[config.mk]
export PLATFORM = sky130hd
export DESIGN_NAME = hazard_ctrl_flat
export DESIGN_NICKNAME = d
export VERILOG_FILES = /design/src/rtl/hazard_ctrl_if.sv /design/src/rtl/hazard_ctrl.sv /design/src/flat_wrapper.sv
export SDC_FILE = /design/constraint.sdc
export NUM_CORES = 1
export LEC_CHECK = 0
export ABC_CLOCK_PERIOD_IN_PS = 1850
export CAP_MARGIN = 10
export CORE_ASPECT_RATIO = 0.7
export CORE_MARGIN = 10
export CORE_UTILIZATION = 30
export CTS_BUF_LIST = sky130_fd_sc_hd__clkbuf_16
export DETAILED_ROUTE_END_ITERATION = 6
export PLACE_DENSITY = 0.63
export SLEW_MARGIN = 10
export SYNTH_ARGS = -nofsm -noshare
export SYNTH_HDL_FRONTEND = slang
export SYNTH_SLANG_ARGS = --single-unit
[constraint.sdc]
create_clock -name clk -period 1.85 [get_ports clk]
set_input_delay 0.185 -clock clk [delete_from_list [all_inputs] [get_ports clk]]
set_output_delay 0.185 -clock clk [all_outputs]
set_load 0.01 [all_outputs]
[src/rtl/hazard_ctrl_if.sv]
// hazard_ctrl_if: decode/EX/WB hazard inputs and PC/pipeline controls.
// The slave side is the hazard unit; the master side drives the pipeline state.
interface hazard_ctrl_if #(
   parameter int REG_AW = 5,
   parameter int CNT_W  = 16
);
   logic [REG_AW-1:0] dec_reg_a;
   logic [REG_AW-1:0] dec_reg_b;
   logic              dec_a_read;
   logic              dec_b_read;
   logic [REG_AW-1:0] ex_reg;
   logic              ex_wr;
   logic              ex_late;
   logic [REG_AW-1:0] wb_reg;
   logic              wb_wr;
   logic              ex_branch;
   logic              branch_taken;
   logic              int_req;
   logic              fetch_stall;
   logic              pc_inc;
   logic              pc_load;
   logic              pc_reset;
   logic              pc_vec_sel;
   logic              dec_nop;
   logic [1:0]        fwd_a;
   logic [1:0]        fwd_b;
   logic              int_ack;
   logic [CNT_W-1:0]  bubble_cnt;

   modport master (
      output dec_reg_a, dec_reg_b, dec_a_read, dec_b_read,
      output ex_reg, ex_wr, ex_late, wb_reg, wb_wr,
      output ex_branch, branch_taken, int_req,
      input  fetch_stall, pc_inc, pc_load, pc_reset, pc_vec_sel,
      input  dec_nop, fwd_a, fwd_b, int_ack, bubble_cnt
   );

   modport slave (
      input  dec_reg_a, dec_reg_b, dec_a_read, dec_b_read,
      input  ex_reg, ex_wr, ex_late, wb_reg, wb_wr,
      input  ex_branch, branch_taken, int_req,
      output fetch_stall, pc_inc, pc_load, pc_reset, pc_vec_sel,
      output dec_nop, fwd_a, fwd_b, int_ack, bubble_cnt
   );
endinterface

[src/rtl/hazard_ctrl.sv]
// hazard_ctrl: forwarding selects, load-use stalls, redirect/interrupt
// squash FSM and a saturating bubble counter for the 3-stage pipeline.
module hazard_ctrl #(
   parameter int REG_AW      = 5,
   parameter int FLUSH_SLOTS = 2,
   parameter int FWD_EN      = 1,
   parameter int CNT_W       = 16
) (
   input  logic         clk,
   input  logic         rst,
   hazard_ctrl_if.slave hz
);
   typedef enum logic {RUN, FLUSH} state_e;

   localparam logic [2:0] SLOTS_INIT = 3'(FLUSH_SLOTS - 1);

   state_e            st_q, st_d;
   logic [2:0]        slots_q, slots_d;
   logic [CNT_W-1:0]  cnt_q, cnt_d;
   logic [REG_AW-1:0] ra, rb, rex, rwb;
   logic              hit_ex_a, hit_ex_b, hit_wb_a, hit_wb_b;
   logic              stall, redirect, take;
   logic [1:0]        fa, fb;
   logic              fetch_stall, pc_inc, pc_load;
   logic              pc_vec_sel, dec_nop, int_ack;

   assign ra  = hz.dec_reg_a;
   assign rb  = hz.dec_reg_b;
   assign rex = hz.ex_reg;
   assign rwb = hz.wb_reg;

   assign hit_ex_a = hz.dec_a_read & hz.ex_wr & (rex == ra);
   assign hit_ex_b = hz.dec_b_read & hz.ex_wr & (rex == rb);
   assign hit_wb_a = hz.dec_a_read & hz.wb_wr & (rwb == ra);
   assign hit_wb_b = hz.dec_b_read & hz.wb_wr & (rwb == rb);

   assign redirect = hz.ex_branch & hz.branch_taken;

   // Operand selects and RAW stall; EX beats WB, late EX results stall.
   always_comb begin
      fa    = 2'b00;
      fb    = 2'b00;
      stall = 1'b0;
      if (FWD_EN != 0) begin
         if (hit_ex_a & ~hz.ex_late) fa = 2'b01;
         else if (hit_wb_a)          fa = 2'b10;
         if (hit_ex_b & ~hz.ex_late) fb = 2'b01;
         else if (hit_wb_b)          fb = 2'b10;
         stall = hz.ex_late & (hit_ex_a | hit_ex_b);
      end else begin
         stall = hit_ex_a | hit_ex_b | hit_wb_a | hit_wb_b;
      end
      if (rst) begin
         fa = 2'b00;
         fb = 2'b00;
      end
   end

   // Control outputs and next state; reset, then flush, then RUN priorities.
   always_comb begin
      fetch_stall = 1'b0;
      pc_inc      = 1'b0;
      pc_load     = 1'b0;
      pc_vec_sel  = 1'b0;
      dec_nop     = 1'b0;
      int_ack     = 1'b0;
      take        = 1'b0;
      st_d        = st_q;
      slots_d     = slots_q;
      if (rst) begin
         dec_nop = 1'b1;
      end else if (st_q == FLUSH) begin
         dec_nop = 1'b1;
         pc_inc  = 1'b1;
         slots_d = slots_q - 3'd1;
         if (slots_q <= 3'd1) st_d = RUN;
      end else if (redirect) begin
         pc_load = 1'b1;
         dec_nop = 1'b1;
         take    = 1'b1;
      end else if (hz.int_req) begin
         pc_load    = 1'b1;
         pc_vec_sel = 1'b1;
         int_ack    = 1'b1;
         dec_nop    = 1'b1;
         take       = 1'b1;
      end else if (stall) begin
         fetch_stall = 1'b1;
         dec_nop     = 1'b1;
      end else begin
         pc_inc = 1'b1;
      end
      if (take && FLUSH_SLOTS > 1) begin
         st_d    = FLUSH;
         slots_d = SLOTS_INIT;
      end
   end

   // Bubble counter holds at all-ones instead of wrapping.
   always_comb begin
      cnt_d = cnt_q;
      if (dec_nop && cnt_q != {CNT_W{1'b1}}) cnt_d = cnt_q + CNT_W'(1);
   end

   // State, flush slot count and bubble counter.
   always_ff @(posedge clk) begin
      if (rst) begin
         st_q    <= RUN;
         slots_q <= 3'd0;
         cnt_q   <= '0;
      end else begin
         st_q    <= st_d;
         slots_q <= slots_d;
         cnt_q   <= cnt_d;
      end
   end

   assign hz.fetch_stall = fetch_stall;
   assign hz.pc_inc      = pc_inc;
   assign hz.pc_load     = pc_load;
   assign hz.pc_reset    = rst;
   assign hz.pc_vec_sel  = pc_vec_sel;
   assign hz.dec_nop     = dec_nop;
   assign hz.fwd_a       = fa;
   assign hz.fwd_b       = fb;
   assign hz.int_ack     = int_ack;
   assign hz.bubble_cnt  = cnt_q;
endmodule
[src/flat_wrapper.sv]
// flat-port wrapper written by rule: the top's interface ports become plain ports
module hazard_ctrl_flat 
#(
   parameter int REG_AW      = 5,
   parameter int FLUSH_SLOTS = 2,
   parameter int FWD_EN      = 1,
   parameter int CNT_W       = 16
)
  (clk, rst, hz_dec_reg_a, hz_dec_reg_b, hz_dec_a_read, hz_dec_b_read, hz_ex_reg, hz_ex_wr, hz_ex_late, hz_wb_reg, hz_wb_wr, hz_ex_branch, hz_branch_taken, hz_int_req, hz_fetch_stall, hz_pc_inc, hz_pc_load, hz_pc_reset, hz_pc_vec_sel, hz_dec_nop, hz_fwd_a, hz_fwd_b, hz_int_ack, hz_bubble_cnt);
  hazard_ctrl_if #(.REG_AW(REG_AW), .CNT_W(CNT_W)) hz_i ();
  input  logic clk;
  input  logic rst;
  input wire logic [$bits(hz_i.dec_reg_a)-1:0] hz_dec_reg_a;
  input wire logic [$bits(hz_i.dec_reg_b)-1:0] hz_dec_reg_b;
  input wire logic [$bits(hz_i.dec_a_read)-1:0] hz_dec_a_read;
  input wire logic [$bits(hz_i.dec_b_read)-1:0] hz_dec_b_read;
  input wire logic [$bits(hz_i.ex_reg)-1:0] hz_ex_reg;
  input wire logic [$bits(hz_i.ex_wr)-1:0] hz_ex_wr;
  input wire logic [$bits(hz_i.ex_late)-1:0] hz_ex_late;
  input wire logic [$bits(hz_i.wb_reg)-1:0] hz_wb_reg;
  input wire logic [$bits(hz_i.wb_wr)-1:0] hz_wb_wr;
  input wire logic [$bits(hz_i.ex_branch)-1:0] hz_ex_branch;
  input wire logic [$bits(hz_i.branch_taken)-1:0] hz_branch_taken;
  input wire logic [$bits(hz_i.int_req)-1:0] hz_int_req;
  output wire logic [$bits(hz_i.fetch_stall)-1:0] hz_fetch_stall;
  output wire logic [$bits(hz_i.pc_inc)-1:0] hz_pc_inc;
  output wire logic [$bits(hz_i.pc_load)-1:0] hz_pc_load;
  output wire logic [$bits(hz_i.pc_reset)-1:0] hz_pc_reset;
  output wire logic [$bits(hz_i.pc_vec_sel)-1:0] hz_pc_vec_sel;
  output wire logic [$bits(hz_i.dec_nop)-1:0] hz_dec_nop;
  output wire logic [$bits(hz_i.fwd_a)-1:0] hz_fwd_a;
  output wire logic [$bits(hz_i.fwd_b)-1:0] hz_fwd_b;
  output wire logic [$bits(hz_i.int_ack)-1:0] hz_int_ack;
  output wire logic [$bits(hz_i.bubble_cnt)-1:0] hz_bubble_cnt;
  assign hz_i.dec_reg_a = hz_dec_reg_a;
  assign hz_i.dec_reg_b = hz_dec_reg_b;
  assign hz_i.dec_a_read = hz_dec_a_read;
  assign hz_i.dec_b_read = hz_dec_b_read;
  assign hz_i.ex_reg = hz_ex_reg;
  assign hz_i.ex_wr = hz_ex_wr;
  assign hz_i.ex_late = hz_ex_late;
  assign hz_i.wb_reg = hz_wb_reg;
  assign hz_i.wb_wr = hz_wb_wr;
  assign hz_i.ex_branch = hz_ex_branch;
  assign hz_i.branch_taken = hz_branch_taken;
  assign hz_i.int_req = hz_int_req;
  assign hz_fetch_stall = hz_i.fetch_stall;
  assign hz_pc_inc = hz_i.pc_inc;
  assign hz_pc_load = hz_i.pc_load;
  assign hz_pc_reset = hz_i.pc_reset;
  assign hz_pc_vec_sel = hz_i.pc_vec_sel;
  assign hz_dec_nop = hz_i.dec_nop;
  assign hz_fwd_a = hz_i.fwd_a;
  assign hz_fwd_b = hz_i.fwd_b;
  assign hz_int_ack = hz_i.int_ack;
  assign hz_bubble_cnt = hz_i.bubble_cnt;
  hazard_ctrl #(.REG_AW(REG_AW), .FLUSH_SLOTS(FLUSH_SLOTS), .FWD_EN(FWD_EN), .CNT_W(CNT_W)) u_core (.clk(clk), .rst(rst), .hz(hz_i));
endmodule
==> flow_summary.ini <==
[clock_network]
clkLatencyLatePin_ns = 0.25
root_buffer = clkbuf_16
cts_tree = done
cts_max_level = 1
clock_sinks = 20
cts_buffers = 3
hold_buffers = 0
cts_buffer_depth = 2
clkTransAtPathRegs_ns = 0.06

[floorplan]
coreArea_um2 = 4380
die_area_um2 = 7760
die_w_um = 101
initial_core_util_pct = 31.5
fp.dieH_um = 76.7
std_cell_rows = 20
ios = 57

[synthesis]
yosysWarnings = 0
yosysSeqAreaShare_pct = 29.0
avgSynthCellArea_um2 = 8.17
syn_area_um2 = 1380
ys_types = 37
synth-seq-cells = 20
synth_nets = 202
netlist_instances = 169

[sta]
tightest_slew_ns = 0.297
setup_viol = 0
fin_crit_ns = 1.77
finalCritPeriodShare_pct = 95.8
final_hold_viol_count = 0
max_freq_mhz = 564
fin_worst_skew_ns = 0.00138
slew_headroom_pct = 80.0
finalMaxSlewViolations = 0
rsz0062_at_grt = false

[cells_and_area]
layout.cells.non_filler = 322
diodes = 0
syn_to_final_growth_pct = 74.9
multi_input_area_um2 = 992
seqCellArea_um2 = 400
fin_util_pct = 55.1
nFillCells = 412
drive_above_1_share_pct = 30.7
nNetsFinal = 301
fin_area_um2 = 2410

[placement]
hpwl_um = 3900
port_buffers = 56
dp_cells = 311
dpl_cell_area_um2 = 2240
place.gp.congestion = 0.872

[global_routing]
grt_pass1_wl_um = 8050
grt_max_degree = 20
gr-total-overflow = 0
antenna_found_initial = 0
first_global_vias = 1542
track_usage_pct = 12.6

[drt]
ant_nets = 0
drt-wirelength-per-cell_um = 15.4
drc = 0
vias = 1554
wl_um = 4970
routed_via_density = 4.83
initialDrtViolationCount = 71
dr.pass1.iters = 4

[worst_setup_path]
r2r_start = u_core.hz.bubble_cnt[5]
cp_slowest_stage_delay_ns = 0.49
crit_type = primary input to register
crit_required_ns = 2.04
cp_slowest_cell = or4_1
path_cells = clkdlybuf4s15_1 -> xor2_1 -> nor4_2 -> a32o_2 -> buf_6 -> o21ai_4 -> or4_1 -> a21oi_1
worstSetupEndpointType = register
worstPathArrival_ns = 1.96
path_max_fanout = 6
ff2ff_path_depth = 6
cp_num_buf_inv = 2
path_delay_family = simple AND/OR/NAND/NOR gates
ff2ff_setup_slack_ns = 0.13
r2r-end = u_core.hz.bubble_cnt[5]
crit_path_start_kind = primary input

[pwr]
peakVddDrop_mv = 0.420
power.total_mw = 1.27
power_leakage_nw = 1.03
power_density_nw_per_um2 = 526

[worst_hold_path]
min_delay_path_depth = 2
min_to = u_core.hz.bubble_cnt[9]
hold_path.class = register to register
hp-start = u_core.hz.bubble_cnt[9]

[status]
status = finished, final reports clean

[run]
cap_violations = 0
placed cells by master (no fill, tap or decap), types with 4 or more instances in the layout:
cell type | synthesis | final
clkdlybuf4s15_1 | 0 | 6
xor2_2 | 0 | 6
dlymetal6s2s_1 | 0 | 5
dfxtp_1 | 20 | 20
nand2_1 | 10 | 10
buf_4 | 2 | 43
nor3_1 | 7 | 7
clkbuf_2 | 0 | 9
and3_1 | 4 | 4
xor2_1 | 14 | 8
o21ai_0 | 5 | 5
clkdlybuf4s50_1 | 0 | 28
nand4_1 | 5 | 5
nand3_1 | 7 | 7
xnor2_1 | 12 | 11
nor2_1 | 20 | 17
dlygate4sd2_1 | 0 | 5
inv_1 | 4 | 4
a21oi_1 | 12 | 12
Yosys cell counts (all sizes together):
| cell type | number | area share [%] |
|---|---|---|
| o21ai | 6 | 2.4 |
| nor4 | 4 | 2.9 |
| and2 | 2 | 0.91 |
| a21o | 1 | 0.54 |
| or4 | 2 | 1.1 |
| a21oi | 12 | 4.4 |
| nor2 | 20 | 5.4 |
| a41oi | 1 | 0.63 |
| a32o | 1 | 0.82 |
| nor3 | 7 | 2.5 |
| or3 | 5 | 2.4 |
| a211oi | 3 | 1.6 |
| xor2 | 14 | 8.9 |
| nand3 | 7 | 2.5 |
| o211ai | 2 | 1.1 |
| nand4 | 5 | 2.3 |
| nand2 | 10 | 2.7 |
| mux2 | 3 | 2.4 |
| ha | 3 | 2.7 |
| nor2b | 3 | 1.4 |
| o2111ai | 2 | 1.3 |
| buf | 5 | 3.5 |
| o31ai | 2 | 1.1 |
| dfxtp | 20 | 29 |
| and4 | 2 | 1.3 |
| inv | 4 | 1.1 |
| xnor2 | 12 | 7.6 |
| and4b | 1 | 0.82 |
| mux2i | 1 | 0.73 |
| nand4b | 1 | 0.63 |
| clkbuf | 3 | 0.82 |
| and3 | 5 | 2.4 |
kinds of logic after synthesis:
| family | after synthesis | synth area share, % |
|---|---|---|
| and+or+nand+nor | 74 | 29.3 |
| AOI/OAI and AO/OA | 30 | 13.9 |
| xor gates and xnor gates | 26 | 16.5 |
| DFF | 20 | 29.0 |
| buffers and inverters | 12 | 5.44 |
| muxes | 4 | 3.17 |
| adders and majority gates | 3 | 2.72 |
sequential cells by signal (all words and copies together) (netlist names):
name,flops
u_core.hz.bubble_cnt,16
u_core.slots_q,3
u_core.st_q,1
area by class of cell:
class | count | area share, %
Multi-Input combinational cell | 138 | 41.1
Timing Repair Buffer | 101 | 35.6
Sequential cell | 20 | 16.6
Clock buffer | 3 | 3.11
Tap cell | 55 | 2.85
Inverter | 4 | 0.622
Clock inverter | 1 | 0.156
power by group:
part | switching, mW | leakage (nW) | internal [mW]
Combinational | 0.168 | 0.829 | 0.191
Clock | 0.162 | 0.0385 | 0.288
Sequential | 0.0119 | 0.163 | 0.448
worst max path at each step:
| stage | start | end | slack (ns) | depth (start not counted) |
|---|---|---|---|---|
| 6_report | hz_ex_reg[0] | u_core.hz.bubble_cnt[5] | 0.08 | 8 |
| 2_1_floorplan | u_core.hz.bubble_cnt[2] | u_core.hz.bubble_cnt[10] | 0.02 | 6 |
| 3_5_place_dp | hz_dec_reg_a[4] | hz_fetch_stall | -0.57 | 6 |
| 3_3_place_gp | hz_dec_reg_a[3] | hz_fetch_stall | -0.54 | 6 |
| 4_1_cts | hz_dec_reg_b[1] | u_core.hz.bubble_cnt[5] | 0.009 | 8 |
| 5_1_grt | hz_ex_reg[0] | u_core.hz.bubble_cnt[8] | 0.0004 | 9 |
tightest hold or removal path, delay by kind of cell, from the launching register on:
family | cells | cell delay, ns
AO/OA/AOI/OAI | 2 | 0.12
flip-flops | 1 | 0.32
metrics by stage:
stage               worst slack [ns]  hold WS (ns)  TNS, ns
floorplan                     0.0162         0.388        0
global placement              -0.545         0.477    -9.41
detailed placement            -0.574         0.483   -10.09
CTS                          0.00909         0.492        0
global route                0.000350         0.517        0
finish                        0.0782         0.487        0
per-layer routing:
layer  share of wire, %  global-route usage, %
met1                 48                   17.2
met2                 45                   19.2
met3                5.4                   3.13
met4               0.76                   2.50
met5                  0                      0
timing repair:
| action | in CTS | in global routing |
|---|---|---|
| cloned | 1 | 0 |
| pin swaps | 10 | 11 |
| resized for setup | 47 | 30 |
| buffers inserted | 5 | 1 |
| endpoints found under the setup margin | 25 | 16 |
Power figures use the tool's default switching activity.
